`src/rtl/rr_demux_sched.sv`:
```
// Round-robin scheduler for a 1-to-4 demux: sends BURST words per enabled channel,
// with one guard cycle on each switch and a single registered output word.
module rr_demux_sched #(
  parameter int DW    = 8,
  parameter int BURST = 4
) (
  input  logic          clk,
  input  logic          rst_n,
  input  logic [3:0]    ch_en,
  input  logic          in_valid,
  output logic          in_ready,
  input  logic [DW-1:0] in_data,
  output logic [3:0]    out_valid,
  input  logic [3:0]    out_ready,
  output logic [DW-1:0] out_data,
  output logic [1:0]    sel,
  output logic          busy
);

  typedef enum logic [1:0] {IDLE, SEND, SWITCH} state_t;

  localparam logic [7:0] BURST_L = 8'(BURST);

  state_t        state_reg;
  logic [1:0]    sel_reg;
  logic [1:0]    bsel_reg;
  logic [7:0]    cnt_reg;
  logic          incl_reg;
  logic          buf_valid_reg;
  logic [DW-1:0] data_reg;
  logic          in_xfer;
  logic          out_xfer;

  // First enabled channel after base (incl=0) or at/after base (incl=1).
  // Scanning from the farthest offset down lets the nearest hit win.
  function automatic logic [1:0] pick(input logic [3:0] en, input logic [1:0] base,
                                      input logic incl);
    logic [1:0] res;
    logic [2:0] off;
    logic [1:0] idx;
    res = base;
    for (int k = 3; k >= 0; k--) begin
      off = incl ? 3'(k) : 3'(k + 1);
      idx = base + off[1:0];
      if (en[idx]) res = idx;
    end
    return res;
  endfunction

  assign in_ready = (state_reg == SEND) && ch_en[sel_reg] &&
                    (!buf_valid_reg || out_ready[bsel_reg]);
  assign in_xfer  = in_valid && in_ready;
  assign out_xfer = buf_valid_reg && out_ready[bsel_reg];
  assign out_data = data_reg;
  assign sel      = sel_reg;
  assign busy     = (state_reg != IDLE);

  generate
    for (genvar gi = 0; gi < 4; gi++) begin : g_out_valid
      assign out_valid[gi] = buf_valid_reg && (bsel_reg == 2'(gi));
    end
  endgenerate

  always_ff @(posedge clk or negedge rst_n) begin
    if (!rst_n) begin
      state_reg <= IDLE;
      sel_reg   <= 2'd0;
      cnt_reg   <= 8'd0;
      incl_reg  <= 1'b0;
    end else begin
      case (state_reg)
        IDLE: begin
          cnt_reg <= 8'd0;
          if (ch_en != 4'b0000) begin
            state_reg <= SWITCH;
            incl_reg  <= 1'b1;
          end
        end
        SEND: begin
          if (ch_en == 4'b0000) begin
            state_reg <= IDLE;
            cnt_reg   <= 8'd0;
          end else if (!ch_en[sel_reg]) begin
            state_reg <= SWITCH;
            incl_reg  <= 1'b0;
            cnt_reg   <= 8'd0;
          end else if (in_xfer) begin
            if (cnt_reg + 8'd1 == BURST_L) begin
              state_reg <= SWITCH;
              incl_reg  <= 1'b0;
              cnt_reg   <= 8'd0;
            end else begin
              cnt_reg <= cnt_reg + 8'd1;
            end
          end
        end
        SWITCH: begin
          sel_reg   <= pick(ch_en, sel_reg, incl_reg);
          incl_reg  <= 1'b0;
          state_reg <= (ch_en == 4'b0000) ? IDLE : SEND;
        end
        default: state_reg <= IDLE;
      endcase
    end
  end

  // A new word wins over a simultaneous drain; the word keeps its own channel.
  always_ff @(posedge clk or negedge rst_n) begin
    if (!rst_n) begin
      buf_valid_reg <= 1'b0;
      bsel_reg      <= 2'd0;
      data_reg      <= '0;
    end else if (in_xfer) begin
      buf_valid_reg <= 1'b1;
      bsel_reg      <= sel_reg;
      data_reg      <= in_data;
    end else if (out_xfer) begin
      buf_valid_reg <= 1'b0;
    end
  end

endmodule
```
`config.mk`:
```
export PLATFORM = sky130hd
export DESIGN_NAME = rr_demux_sched
export DESIGN_NICKNAME = d
export VERILOG_FILES = /design/src/rtl/rr_demux_sched.sv
export SDC_FILE = /design/constraint.sdc
export NUM_CORES = 1
export LEC_CHECK = 0
export ABC_AREA = 1
export CAP_MARGIN = 20
export CORE_UTILIZATION = 54
export DETAILED_ROUTE_END_ITERATION = 10
export GPL_TIMING_DRIVEN = 0
export PLACE_DENSITY = 0.82
export RECOVER_POWER = 100
export SYNTH_ARGS = -nofsm -noshare
export SYNTH_HDL_FRONTEND = slang
export SYNTH_SLANG_ARGS = --single-unit
```
`constraint.sdc`:
```
create_clock -name clk -period 3.3 [get_ports clk]
set_input_delay 0.99 -clock clk [delete_from_list [all_inputs] [get_ports clk]]
set_output_delay 0.99 -clock clk [all_outputs]
set_load 0.03 [all_outputs]
```
==> flow_metrics.tcl <==
set metrics [dict create \
    postRouteAntennaNets 0 \
    cts_max_path_buffers 2 \
    drive_gt1_share_pct 7.87 \
    hold_viol 0 \
    viasPerCell 5.09 \
    clock_latency_ps 320 \
    grt_max_degree 25 \
    r2r_start "incl_reg" \
    synthFlopType "dfrtp_1" \
    htree_num_levels 1 \
    r2r_setup_slack_ps 1420 \
    gp_congestion 0.827 \
    cap_violations 0 \
    cts_buffers 3 \
    holdWs_ps 485 \
    violations "DRC" \
    dpl_cell_area_mm2 0.00198 \
    setup_viol 0 \
    crit_start "ch_en[2]" \
    grt_overflow_total 0 \
    fp.dieArea_mm2 0.00321 \
    cellPowerDensity_mw_per_mm2 845 \
    grt_pass1_vias 1408 \
    worst_slack_ps 76.8 \
    final_util_pct 73.0 \
    syn_area_per_cell_um2 7.05 \
    fin_skew_ps 13.4 \
    fp.dieH_um 56.7 \
    yosysTopAreaCell "dfrtp_1" \
    leakage_nw 1.09 \
    ys_types 28 \
    num-fill-cells 231 \
    drt-pass1-iter-count 7 \
    nets 295 \
    root_buffer "clkbuf_4" \
    die_width_um 56.7 \
    clock_sinks 24 \
    finalInstanceArea_mm2 0.00205 \
    endpoint_kind "output port" \
    synth_fa_ha_area_share_pct 6.20 \
    coreArea_mm2 0.00281 \
    ir_drop_mv 0.626 \
    yosysSeqAreaShare_pct 37.2 \
    synth_top_family_by_area "simple AND/OR/NAND/NOR gates" \
    async_flop_share_pct 100 \
    muxShareOfSynthArea_pct 0 \
    reg2reg_depth 11 \
    critPathMaxStageDelay_ps 440 \
    min_period_ps 3220 \
    drc 13 \
    slew_viol_final 0 \
    grt_usage_pct 23.7 \
    synth_area_leaders "dfrtp_1 (37%), nand2_1 (20%), nand3_1 (9.0%)" \
    fp-row-count 19 \
    status "finished, violations left" \
    port_buffers 33 \
    hold_class "flip-flop to flip-flop" \
    yosysTopAreaCellShare_pct 37.2 \
    required_ps 2310 \
    grt_setup_unrepaired "false" \
    power.internal_mw 0.893 \
    setup.worst_path.start_class "input port" \
    synth_common_cells "nand2_1 (85), nand3_1 (29), inv_1 (25)" \
    synth_most_common_cell "nand2_1" \
    crit_chain "clkdlybuf4s50_1 -> nand2_1 -> nand3_2 -> nand3_4 -> clkinv_4 -> and2_4 -> buf_8 -> buf_6" \
    cp_slowest_cell "clkdlybuf4s50_1" \
    cp_max_fo 10 \
    syn-num-nets 256 \
    netSwitchingPower_mw 0.837 \
    grt_pass1_wl_um 6050 \
    syn_inst 229 \
    rr_endpoint "sel[0]" \
    fmax_mhz 310 \
    post-route-period-util_pct 97.7 \
    drt_wl_total_um 3430 \
    tightest_slew_ps 1060 \
    dp_slack_ps -544 \
    cts_hold_buf 0 \
    ys_ff_latch 24 \
    synthSimpleGateAreaFrac_pct 40.2 \
    initial_core_util_pct 57.5 \
    crit_end "in_ready" \
    synth_edf_count 0 \
    comb_power_share_pct 59.5 \
    synth_compound_area_share_pct 5.27 \
    clk_pin_slew_ps 140 \
    synth_area_mm2 0.00161 \
    crit_type "input port to output port" \
    swShare_pct 48.4 \
    tritoncts "built" \
    pwr-share-clk_pct 12.3 \
    antenna_found_initial 0 \
    boundaryPins 35 \
    diodes 0 \
    finalPower_mw 1.73 \
    p_seq_share_pct 28.2 \
    dp_hpwl_um 2520 \
    cp.arrival_ps 2230 \
    initialDrtViolationCount 84 \
    area_growth_syn_to_layout_pct 26.9 \
    post_drt_wl_per_cell_um 11.5 \
    synth_xor_area_share_pct 1.09 \
    relSlewSlack_pct 29.6 \
    vias 1518 \
    yosysWarnings 0 \
]
cells by family (layout without fill, tap and decap cells):
group,count (synthesis),count (layout)
AOI/OAI and AO/OA,15,15
DFF,24,24
xor gates and xnor gates,2,2
and+or+nand+nor,147,147
buffers and inverters,33,71
adders and majority gates,8,8
worst max-delay path, delay by kind of cell:
| family | cells | cell delay (ps) |
|---|---|---|
| buffers and inverters | 4 | 790 |
| AND/OR/NAND/NOR | 4 | 450 |
worst min path at each step:
stage / start / end / slack, ps / cells past startpoint
after detailed placement: out_data[7] / out_data[7] / 460 / 2
after floorplan: cnt_reg[7] / cnt_reg[7] / 460 / 2
after CTS: out_data[7] / out_data[7] / 490 / 2
after global routing: out_data[7] / out_data[7] / 510 / 2
after global placement: out_data[7] / out_data[7] / 450 / 2
final: out_data[0] / out_data[0] / 480 / 2
layout by cell type, fill, tap and decap left out, drive strengths merged:
| cell | instances |
|---|---|
| nand3b | 2 |
| dlygate4sd3 | 16 |
| a21oi | 2 |
| dlymetal6s2s | 3 |
| clkbuf | 4 |
| nand3 | 32 |
| nand4 | 3 |
| o211ai | 1 |
| xor2 | 1 |
| dfrtp | 24 |
| nor3 | 4 |
| xnor2 | 1 |
| clkinv | 1 |
| o21ai | 12 |
| buf | 5 |
| nand2 | 89 |
| bufinv | 1 |
| ha | 8 |
| clkdlybuf4s50 | 13 |
| inv | 28 |
| and2 | 1 |
| nor2 | 16 |
power by group through the flow:
stage / clock, mW / sequential (mW) / combinational [mW]
finish: 0.213 / 0.487 / 1.03
global route: 0.231 / 0.502 / 1.17
CTS: 0.221 / 0.489 / 1.06
detailed placement: 0 / 0.496 / 1.05
global placement: 0 / 0.493 / 1.02
floorplan: 0 / 0.592 / 0.633
metal layers:
metal / share of wire (%) / GRT usage (%)
met1: 49 / 32.1
met2: 45 / 38.8
met3: 5.5 / 5.30
met4: 0.47 / 5.00
met5: 0 / 0
final cells by class:
cell class | count | area (um^2) | share of cell area [%]
repair buffers | 34 | 343 | 16.7
plain buffers | 4 | 51.3 | 2.50
clock buffers | 3 | 22.5 | 1.10
well taps | 31 | 38.8 | 1.89
flip-flops and latches | 24 | 601 | 29.3
inverters | 29 | 114 | 5.56
clock inverters | 1 | 30.0 | 1.47
multi-input cells | 172 | 848 | 41.4
repair_timing:
item	CTS	global route
gates resized for setup	9	4
buffers inserted	0	0
endpoints found under the setup margin	1	1
metrics by stage:
| stage | cells | TNS, ps |
|---|---|---|
| 6_report | 298 | 0 |
| 5_1_grt | 298 | 0 |
| 4_1_cts | 297 | 0 |
| 3_5_place_dp | 293 | -544 |
| 3_3_place_gp | 293 | -540 |
| 2_1_floorplan | 229 | 0 |
No activity file was read; power rests on OpenSTA's default activity.
